==> config.mk <==
export PLATFORM = sky130hd
export DESIGN_NAME = instr_loader
export DESIGN_NICKNAME = d
export VERILOG_FILES = /design/src/rtl/instr_loader.sv
export SDC_FILE = /design/constraint.sdc
export NUM_CORES = 1
export LEC_CHECK = 0
export CAP_MARGIN = 20
export CORE_ASPECT_RATIO = 1.4
export CORE_UTILIZATION = 30
export DETAILED_ROUTE_END_ITERATION = 8
export PLACE_DENSITY = 0.49
export SLEW_MARGIN = 20
export SYNTH_ARGS = -nofsm -noshare
export SYNTH_HDL_FRONTEND = slang
export SYNTH_SLANG_ARGS = --single-unit
==> constraint.sdc <==
create_clock -name clk -period 2.65 [get_ports clk]
set_clock_uncertainty 0.2 [all_clocks]
set_input_delay 0.53 -clock clk [delete_from_list [all_inputs] [get_ports clk]]
set_output_delay 0.53 -clock clk [all_outputs]
set_load 0.03 [all_outputs]
==> src/rtl/instr_loader.sv <==
// Serial program loader: assembles 9-bit instructions from a MSB-first bit
// stream and writes them to consecutive instruction-memory addresses.
// Handshake: a bit is transferred on a rising edge where bit_valid and
// bit_ready are both high; bit_ready depends only on the state register.
module instr_loader #(
    parameter int D = 12
) (
    input  logic         clk,
    input  logic         reset,
    input  logic         start,
    input  logic [D-1:0] word_count,
    input  logic         bit_in,
    input  logic         bit_valid,
    output logic         bit_ready,
    output logic         wr_en,
    output logic [D-1:0] wr_addr,
    output logic [8:0]   wr_data,
    output logic         busy,
    output logic         done,
    output logic [1:0]   state_dbg
);

    typedef enum logic [1:0] {
        IDLE  = 2'd0,
        SHIFT = 2'd1,
        WRITE = 2'd2,
        DONE  = 2'd3
    } state_t;

    state_t         state_q, state_d;
    logic [8:0]     shreg_q, shreg_d;
    logic [3:0]     bit_cnt_q, bit_cnt_d;
    logic [D-1:0]   addr_q, addr_d;
    logic [D-1:0]   wc_q, wc_d;
    logic [D-1:0]   addr_inc;

    assign addr_inc = addr_q + D'(1);

    // State and datapath registers; reset aborts any load in progress.
    always_ff @(posedge clk or posedge reset) begin
        if (reset) begin
            state_q   <= IDLE;
            shreg_q   <= '0;
            bit_cnt_q <= '0;
            addr_q    <= '0;
            wc_q      <= '0;
        end else begin
            state_q   <= state_d;
            shreg_q   <= shreg_d;
            bit_cnt_q <= bit_cnt_d;
            addr_q    <= addr_d;
            wc_q      <= wc_d;
        end
    end

    // Next-state and datapath update; inputs only matter in the state that owns them.
    always_comb begin
        state_d   = state_q;
        shreg_d   = shreg_q;
        bit_cnt_d = bit_cnt_q;
        addr_d    = addr_q;
        wc_d      = wc_q;
        case (state_q)
            IDLE: begin
                if (start) begin
                    wc_d      = word_count;
                    addr_d    = '0;
                    bit_cnt_d = '0;
                    state_d   = (word_count != '0) ? SHIFT : DONE;
                end
            end
            SHIFT: begin
                if (bit_valid) begin
                    shreg_d = {shreg_q[7:0], bit_in};
                    if (bit_cnt_q == 4'd8) begin
                        bit_cnt_d = '0;
                        state_d   = WRITE;
                    end else begin
                        bit_cnt_d = bit_cnt_q + 4'd1;
                    end
                end
            end
            WRITE: begin
                addr_d  = addr_inc;
                state_d = (addr_inc == wc_q) ? DONE : SHIFT;
            end
            DONE: begin
                state_d = IDLE;
            end
            default: begin
                state_d = IDLE;
            end
        endcase
    end

    // Strobes come straight from the state register, so reset forces them low at once.
    assign bit_ready = (state_q == SHIFT);
    assign wr_en     = (state_q == WRITE);
    assign done      = (state_q == DONE);
    assign busy      = (state_q != IDLE);
    assign wr_addr   = addr_q;
    assign wr_data   = shreg_q;
    assign state_dbg = state_q;

endmodule

==> results of run 1 <==
cells by family after synthesis:
logic type	after synthesis	share of synthesized area (%)
xor gates and xnor gates	17	7.121
muxes	22	11.73
AOI/OAI and AO/OA	41	11.67
DFF	39	46.68
and+or+nand+nor	67	18.07
buffers and inverters	13	2.453
adders and majority gates	4	2.274
worst paths after layout:
kind                               from            to  depth (start not counted)  slack [ps]
min reg2reg                bit_cnt_q[3]  bit_cnt_q[3]                          1         290
min in group asynchronous         reset    wr_addr[6]                          2         360
max in group asynchronous         reset       wc_q[9]                          3        1290
max                        state_dbg[0]         wr_en                          3         180
max reg2reg                  wr_addr[0]  state_dbg[1]                          6         490
min                        bit_cnt_q[3]  bit_cnt_q[3]                          1         290
synth_stat cells (2+ instances only):
| master | instances | area [um2] |
|---|---|---|
| a211oi_1 | 2 | 15.01 |
| or2_2 | 2 | 12.51 |
| and3_1 | 3 | 18.77 |
| a21o_1 | 2 | 15.01 |
| nand3_1 | 6 | 30.03 |
| nand3b_1 | 2 | 15.01 |
| xnor2_1 | 10 | 87.58 |
| mux2i_1 | 2 | 20.02 |
| nand4_1 | 2 | 12.51 |
| o31ai_1 | 5 | 37.54 |
| clkbuf_1 | 4 | 15.01 |
| nand2b_1 | 3 | 18.77 |
| mux2_2 | 20 | 225.2 |
| dfrtp_1 | 39 | 975.9 |
| xor2_1 | 7 | 61.31 |
| ha_1 | 3 | 37.54 |
| nand2_1 | 19 | 71.32 |
| nor2_1 | 14 | 52.55 |
| nor2b_1 | 2 | 12.51 |
| and2_1 | 2 | 12.51 |
| inv_1 | 6 | 22.52 |
| a21oi_1 | 4 | 20.02 |
| nor4_1 | 3 | 18.77 |
| o21ai_0 | 24 | 120.1 |
sequential cells by signal (all words and copies together) (netlist names):
signal,flops
wc_q,12
wr_addr,12
bit_cnt_q,4
state_dbg,2
wr_data,9
through the flow:
step / power, mW / std cells / setup slack [ps] / cell area [um2] / util (%)
global placement: 2.017 / 338 / 471.6 / 2660 / 39.96
finish: 2.401 / 346 / 181.6 / 2744 / 41.22
detailed placement: 2.028 / 338 / 429.0 / 2660 / 39.96
global route: 2.571 / 346 / 98.49 / 2744 / 41.22
floorplan: 1.663 / 203 / 502.8 / 2091 / -
CTS: 2.434 / 346 / 151.9 / 2744 / 41.22
layout make-up:
cell class | instances | area, um2 | share of cell area (%)
timing repair buffer | 50 | 483.0 | 17.60
clock inverter | 3 | 15.01 | 0.5472
tap | 92 | 115.1 | 4.195
inverter | 6 | 22.52 | 0.8208
multi-input combinational | 151 | 1064 | 38.76
sequential | 39 | 975.9 | 35.57
clock buffer | 5 | 68.82 | 2.508
routing by layer:
layer	vias up	GRT usage, %
li1	814	-
met1	778	18.10
met2	37	24.66
met3	6	3.100
met4	0	5.732
met5	-	0
where the power goes:
part / switching [mW] / leakage (nW) / internal (mW)
clock network: 0.215 / 0.0477 / 0.180
registers: 0.180 / 0.493 / 0.798
logic: 0.501 / 0.610 / 0.527
total: 0.896 / 1.15 / 1.50
==> key figures, run 1 <==
Routing
  – Routed wire length: 4841 um
  – M1 WL: 2174 um
  – Routed wire length on met3: 156 um
  – DRT iter0 DRCs: 106
  – Met2 Wirelength: 2423 um
  – Vias per std cell: 4.725
  – Drt wl/cell: 13.99 um
  – Top sig layer: met4
  – DR pass1 iterations: 4
  – Routed via count: approximately 1,600
  – Residual DRC count: 0
  – Final ANT Viol Nets: 0

Setup path
  – Max stage delay on crit path: 670 ps
  – CP arrival: about 1700 ps
  – CP Max Fanout: 9
  – Worst path cell trace: nand2b_1 > inv_1 > clkdlybuf4s50_1
  – CP max stage cell: clkdlybuf4s50_1
  – CP top delay family: buffers and inverters
  – Setup Crit Path Kind: flop to primary output
  – Crit path launch type: flop
  – Required time of the critical path: 1920 ps
  – Endpoint class of the critical path: primary output
  – WP buf/inv: 2

STA
  – Fmax: 405.1 MHz
  – Hold WS: 285.8 ps
  – Worst-Margin Slew: between 500 and 600 ps
  – Max_slew headroom: 66.25%
  – Final setup fails: 0
  – Setup TNS: 0 ps
  – Final Hold Viols: 0
  – RSZ-0062 raised after global routing: no
  – Final period util: approximately 93%
  – Fin. max-slew vios: 0
  – Minimum clock period: 2468 ps

Yosys
  – Register area share after synthesis: 46.68%
  – Register bit count reported by yosys: 39
  – Syn Nets: 223
  – Post-synth cell types: 41
  – Syn avg cell area: 10.30 um2
  – Post-synth EDFFs: 0
  – Dominant synthesized flop cell: dfrtp_1
  – Ys Warns: 0
  – Post-Syn Area: approximately 0.0021 mm2
  – Mapped Cells: 203
  – Synth async-reset ratio: 100.0%

Global route
  – Gr usage total: 14.64%
  – Initial antenna violation count: 0
  – Final global-route overflow total: 0
  – First-pass GRT wire length: 8162 um
  – Vias in the first global route: 1,667
  – Largest net degree at the start of global routing: 16

Floorplan
  – Chip height: 100.8 um
  – Core Area: around 0.0067 mm2
  – Initial Util: between 30% and 40%
  – Die ar.: 0.007312 mm2
  – Std-Cell Rows: 35
  – IO Count: 44
  – Die width: 72.56 um

CTS
  – CTS clk-pin slew, worst paths: 70 ps
  – CTS resizes: 0
  – Hold buffers post-CTS: 0
  – CTS tree: done
  – Root buf cell: clkbuf_8
  – Worst-case clock buffer depth: 2
  – Clock Latency Late Sink: just under 300 ps
  – Clock sinks: 39
  – CTS Buf Count: 5
  – Post-CTS setup buffers: 0
  – H-tree levels: 2

Worst hold path
  – Hold Crit Class: flop to flop

Final layout
  – Fin nets: 273
  – Area grow syn2layout: 31.24%
  – Most frequent cells in the layout: 43 x clkdlybuf4s50_1, 39 x dfrtp_1, 24 x o21ai_0
  – Ant diodes: 0
  – Fill cell count: between 700 and 800
  – Commonest non-fill, non-tap cell in the layout: clkdlybuf4s50_1
  – Proportion of layout cells with a drive suffix above 1: between 10% and 20%

Power and ir drop
  – Max IR drop VDD: 583.8 uV
  – Leakage: 1.151 nW
  – Power Density: 875.0 mW/mm2

Place
  – Post-DP HPWL: between 3000 and 4000 um
  – Port Buffers: 43
  – RePlAce Congestion: between 0.8 and 0.9

Run status
  – Status: complete, no violations

Run
  – Max Cap Viol: 0
Note: power is estimated with default switching activity, not from simulation.
==> inputs of run 2 (changes only) <==
- CORE_UTILIZATION: 30 -> 51
- PLACE_DENSITY: 0.49 -> 0.77
==> run 2 against run 1 <==
Cell area down 2.1%; die area fell by 40%; non-clock buffer count unchanged; largest cell class unchanged; combinational power barely moved; final cell count fell by 14%; via count grew 2.8%; register-to-register slack improved by 20 ps; clock power grew 3%; critical path depth stayed put; power up 0.17%; critical path type unchanged.
==> key figures, run 2 (synthesis results as in run 1) <==
Power and ir drop
  – Psw: 897.0 uW (+0.13%)
  – Power Density: 894.8 mW/mm2 (+2.3%)
  – Leakage: 1.144 nW (-0.65%)
  – Sequential share of power: 40.4% (-0.3 points)
  – Int Pwr: 1.508 mW (+0.19%)
  – Logic pwr share: 42.7% (about the same)
  – Max IR drop VDD: 865.9 uV (+48%)
  – Switching portion of total power: 37.30% (about the same)
  – Clock power share: 16.8% (+0.3 points)

Global route
  – Largest net degree at the start of global routing: 16 (unchanged)
  – Final global-route overflow total: 0 (unchanged)
  – Gr usage total: 21.38% (+6.7 points)
  – Initial antenna violation count: 0 (unchanged)
  – Vias in the first global route: 1,587 (-4.8%)
  – First-pass GRT wire length: 7162 um (-12%)

Routing
  – Routed via count: 1,680 (+2.8%)
  – DR pass1 iterations: 4 (unchanged)
  – Vias per std cell: 5.657 (+20%)
  – Final ANT Viol Nets: 0 (unchanged)
  – Residual DRC count: 0 (unchanged)
  – Routed wire length: 4345 um (-10%)
  – Drt wl/cell: 14.63 um (+4.6%)
  – DRT iter0 DRCs: 35 (-67%)

CTS
  – Hold buffers post-CTS: 0 (unchanged)
  – Worst-case clock buffer depth: 2 (unchanged)
  – CTS resizes: 0 (unchanged)
  – CTS tree: done
  – Clock sinks: 39 (unchanged)
  – H-tree levels: 2 (unchanged)
  – CTS Buf Count: 5 (unchanged)
  – Post-CTS setup buffers: 0 (unchanged)
  – Root buf cell: clkbuf_8
  – CTS clk-pin slew, worst paths: 80 ps (about the same)
  – Clock Latency Late Sink: 290 ps (about the same)

Place
  – Post-DP HPWL: 3309 um (-10%)
  – RePlAce Congestion: 0.7767 (-6.0%)
  – Port Buffers: 43 (unchanged)

Worst hold path
  – Hold Crit Class: flop to flop

Setup path
  – Setup Crit Path Kind: flop to primary output
  – Crit path launch type: flop
  – CP arrival: 1710 ps (-30 ps)
  – Endpoint class of the critical path: primary output
  – CP Max Fanout: 9 (unchanged)
  – Required time of the critical path: 1920 ps (about the same)

Final layout
  – Proportion of layout cells with a drive suffix above 1: 16.54% (unchanged)
  – Fin nets: 273 (unchanged)
  – Area grow syn2layout: 28.55%
  – Most frequent cells in the layout: 43 x clkdlybuf4s50_1, 39 x dfrtp_1, 24 x o21ai_0
  – Commonest non-fill, non-tap cell in the layout: clkdlybuf4s50_1
  – Fill cell count: 328 (-53%)
  – Ant diodes: 0 (unchanged)
  – Fin util: 68.58% (+27 points)

STA
  – Final Hold Viols: 0 (unchanged)
  – Fmax: 410.6 MHz (+1.4%)
  – Max_slew headroom: 68.66% (+2.4 points)
  – Final period util: 91.90% (-1.2 points)
  – Worst-Margin Slew: 469.6 ps (-36.18 ps)
  – Fin. max-slew vios: 0 (unchanged)
  – Final setup fails: 0 (unchanged)
  – Minimum clock period: 2435 ps (-33.01 ps)
  – Setup TNS: 0 ps (unchanged)
  – RSZ-0062 raised after global routing: no

Run
  – Max Cap Viol: 0 (unchanged)

Floorplan
  – IO Count: 44 (unchanged)
  – Die width: 56.12 um (-23%)
  – Chip height: 77.76 um (-23%)
  – Core Area: 0.003919 mm2 (-41%)
  – Initial Util: 53.35% (+22 points)
  – Die ar.: 0.004364 mm2 (-40%)
  – Std-Cell Rows: 27 (-23%)

Run status
  – Status: complete, no violations
run 2: cell count changes in the layout (fill, tap and decap cells not counted):
cell / change
clkinv_2: -2
clkinvlp_4: +2
run 2: path summary, 6_finish.rpt:
kind / slack, ps / from / end / depth (start not counted)
min in group asynchronous: 350 / reset / wr_addr[6] / 2
worst max register to register: 510 / wr_addr[0] / state_dbg[1] / 6
worst max-delay path: 210 / state_dbg[0] / wr_en / 3
worst min register to register: 300 / bit_cnt_q[3] / bit_cnt_q[3] / 1
worst min-delay path: 300 / bit_cnt_q[3] / bit_cnt_q[3] / 1
max in group asynchronous: 1330 / reset / wc_q[11] / 3
run 2: metrics by stage:
stage          total power [mW]  cell area (um2)  hold slack, ps  instances  setup WS (ps)
2_1_floorplan             1.663             2091           244.5        203          502.8
3_3_place_gp              1.995             2599           274.7        289          522.5
3_5_place_dp              2.013             2599           277.7        289          457.5
4_1_cts                   2.424             2688           293.3        297          184.3
5_1_grt                   2.549             2688           331.1        297          127.1
6_report                  2.405             2688           301.9        297          214.6
run 2: worst max-delay path, stage by stage (launching register included):
cell	delay (ps)
dfrtp_1	460
nand2b_1	200
inv_1	80
clkdlybuf4s50_1	660
run 2: metal layers:
metal  track usage [%]  wire length (um)  share of wire, %
met1             24.45              1801                41
met2             37.26              2261                52
met3             4.833               201               4.6
met4             10.24                80               1.8
met5                 0                 0                 0
run 2: final cells by class:
class | instances | area (um2) | share of cell area (%)
Inverter | 6 | 22.52 | 0.8380
Timing Repair Buffer | 50 | 483.0 | 17.97
Sequential cell | 39 | 975.9 | 36.31
Clock inverter | 3 | 20.02 | 0.7449
Multi-Input combinational cell | 151 | 1064 | 39.57
Clock buffer | 5 | 68.82 | 2.561
Tap cell | 43 | 53.80 | 2.002
run 2: power by group through the flow:
stage | sequential [mW] | clock (mW) | combinational [mW]
finish | 0.973 | 0.405 | 1.03
floorplan | 1.11 | 0 | 0.553
detailed placement | 0.984 | 0 | 1.03
CTS | 0.974 | 0.416 | 1.03
global route | 1.01 | 0.439 | 1.10
global placement | 0.978 | 0 | 1.02
==> inputs of run 3 (changes only) <==
- CORE_UTILIZATION: 51 -> 40
- HOLD_SLACK_MARGIN: not set -> 0.12
- PLACE_DENSITY: 0.77 -> 0.62
==> run 3 against run 2 <==
Cell area up 1.8%; clock-buffer cell count grew 1; final cell count rose by 6.7%; largest cell class unchanged.
==> key figures, run 3 (synthesis results as in run 1) <==
Worst hold path
  – Hold EP: bit_cnt_q[3]
  – Hold Crit Class: flop to flop
  – Hold path cells: 1 (unchanged)
  – Worst hold start: bit_cnt_q[3]

Global route
  – GRT busiest layer: met2
  – Grt met2 use: 29.03% (-8.2 points)
  – Initial antenna violation count: 0 (unchanged)
  – Final global-route overflow total: 0 (unchanged)
  – Gr usage total: 17.79% (-3.6 points)
  – Met3 usage: 3.646% (-1.2 points)
  – Largest net degree at the start of global routing: 40 (+24)
  – Met1 usage: 22.66% (-1.8 points)
  – Vias in the first global route: 1,530 (-3.6%)
  – First-pass GRT wire length: 7493 um (+4.6%)

STA
  – Setup TNS: 0 ps (unchanged)
  – Fin. max-slew vios: 0 (unchanged)
  – RSZ-0062 raised after global routing: no
  – Final Hold Viols: 0 (unchanged)
  – Worst setup margin: 191.1 ps (-23.48 ps)
  – Max_slew headroom: 67.48% (-1.2 points)
  – Final setup fails: 0 (unchanged)
  – Worst-Margin Slew: 487.8 ps (+18.22 ps)
  – Minimum clock period: 2459 ps (+23.48 ps)
  – Final period util: 92.79% (+0.89 points)
  – Fmax: 406.7 MHz (-0.95%)
  – Hold WS: 312.9 ps (+10.98 ps)

Final layout
  – Fill cell count: 458 (+40%)
  – Proportion of layout cells with a drive suffix above 1: 16.21% (-0.33 points)
  – Commonest non-fill, non-tap cell in the layout: clkdlybuf4s50_1
  – Fin util: 55.20% (-13 points)
  – Most frequent cells in the layout: 43 x clkdlybuf4s50_1, 39 x dfrtp_1, 24 x o21ai_0
  – Area grow syn2layout: 30.82%
  – Ant diodes: 0 (unchanged)
  – Fin nets: 272 (-0.37%)

Setup path
  – Endpoint class of the critical path: primary output
  – Worst reg-to-reg path cell count: 6 (unchanged)
  – R2R Path Start: wr_addr[0]
  – Max stage delay on crit path: 670 ps (about the same)
  – CP arrival: 1730 ps (+20 ps)
  – Setup Crit Path Kind: flop to primary output
  – CP max stage cell: clkdlybuf4s50_1
  – CP Max Fanout: 9 (unchanged)
  – FF-to-FF End: state_dbg[1]
  – Worst path cell trace: nand2b_1 > inv_1 > clkdlybuf4s50_1
  – Required time of the critical path: 1920 ps (about the same)
  – R2R Setup Slk: 510 ps (about the same)
  – Crit path launch type: flop

Power and ir drop
  – Pwr Total: 2.517 mW (+4.7%)
  – Max IR drop VDD: 636.4 uV (-27%)
  – Logic pwr share: 40.8% (-1.9 points)
  – Leakage: 1.160 nW (+1.4%)
  – Clock power share: 20.5% (+3.7 points)
  – Switching portion of total power: 35.29% (-2.0 points)
  – Psw: 888.3 uW (-0.97%)
  – Sequential share of power: 38.7% (-1.7 points)
  – Power Density: 920.3 mW/mm2 (+2.8%)
  – Int Pwr: 1.629 mW (+8.0%)

Place
  – Port Buffers: 43 (unchanged)
  – RePlAce Congestion: 0.7657 (-1.4%)
  – Post-place setup slack: 412.8 ps (-44.71 ps)
  – Post-DP HPWL: 3303 um (-0.16%)

CTS
  – Worst-case clock buffer depth: 2 (unchanged)
  – CTS clk-pin slew, worst paths: 70 ps (about the same)
  – H-tree levels: 2 (unchanged)
  – Root buf cell: clkbuf_8
  – CTS Buf Count: 5 (unchanged)
  – Clock Latency Late Sink: 290 ps (about the same)
  – Post-CTS setup buffers: 0 (unchanged)
  – Clock sinks: 39 (unchanged)
  – Hold buffers post-CTS: 0 (unchanged)
  – CTS tree: done
  – CTS resizes: 0 (unchanged)

Routing
  – Final ANT Viol Nets: 0 (unchanged)
  – Drt wl/cell: 14.12 um (-3.5%)
  – Residual DRC count: 0 (unchanged)
  – Routed wire length: 4477 um (+3.0%)
  – Routed via count: 1,647 (-2.0%)
  – Vias per std cell: 5.196 (-8.1%)
  – DR pass1 iterations: 4 (unchanged)
  – DRT iter0 DRCs: 75 (+110%)

Floorplan
  – Die width: 63.10 um (+12%)
  – Initial Util: 42.20% (-11 points)
  – Core Area: 0.004955 mm2 (+26%)
  – Std-Cell Rows: 30 (+11%)
  – Die ar.: 0.005524 mm2 (+27%)
  – Chip height: 87.55 um (+13%)
  – IO Count: 44 (unchanged)

Run status
  – Status: complete, no violations

Run
  – Max Cap Viol: 0 (unchanged)
==> run 3: cell count changes in the layout (fill, tap and decap cells not counted), sizes merged <==
| cell | previous run | this run |
|---|---|---|
| clkbuf | 5 | 6 |
| buf | 7 | 6 |
| clkinvlp | 2 | 0 |
| bufinv | 0 | 1 |
==> run 3: how the worst max path moves through the flow <==
stage	end	start	slack, ps	cells after the start
2_1_floorplan	state_dbg[1]	wr_addr[0]	500	6
3_3_place_gp	wr_en	state_dbg[0]	500	3
3_5_place_dp	bit_cnt_q[3]	start	410	5
4_1_cts	wr_en	state_dbg[0]	170	3
5_1_grt	wr_en	state_dbg[0]	100	3
6_report	wr_en	state_dbg[0]	190	3
==> run 3: power groups by stage <==
| stage | Sequential [mW] | Clock (mW) | Combinational (mW) |
|---|---|---|---|
| 6_report | 0.974 | 0.515 | 1.03 |
| 5_1_grt | 1.01 | 0.553 | 1.11 |
| 4_1_cts | 0.978 | 0.530 | 1.04 |
| 3_5_place_dp | 0.988 | 0 | 1.03 |
| 3_3_place_gp | 0.984 | 0 | 1.02 |
| 2_1_floorplan | 1.11 | 0 | 0.553 |
==> run 3: per-stage QoR <==
stage,cell area (um2),cells
after floorplan,2091,203
after global placement,2618,309
after detailed placement,2618,309
after CTS,2735,317
after global routing,2735,317
final,2735,317
==> run 3: layout make-up <==
class	instances	area [um2]	share of cell area, %
flip-flops and latches	39	975.9	35.68
well taps	64	80.08	2.928
clock inverters	2	35.03	1.281
repair buffers	49	475.5	17.38
multi-input cells	151	1064	38.88
inverters	6	22.52	0.8234
clock buffers	6	82.58	3.019
==> run 3: worst max-delay path: cells and delay by family (launching register included) <==
| kind | cells | cell delay, ps |
|---|---|---|
| and+or+nand+nor | 1 | 200 |
| DFF | 1 | 470 |
| buffers and inverters | 2 | 760 |
==> run 3: routing by layer <==
layer | vias to the layer above | part of all wire (%)
met4 | 0 | 2.0
met5 | - | 0
li1 | 820 | -
met1 | 780 | 43
met2 | 42 | 50
met3 | 5 | 4.5
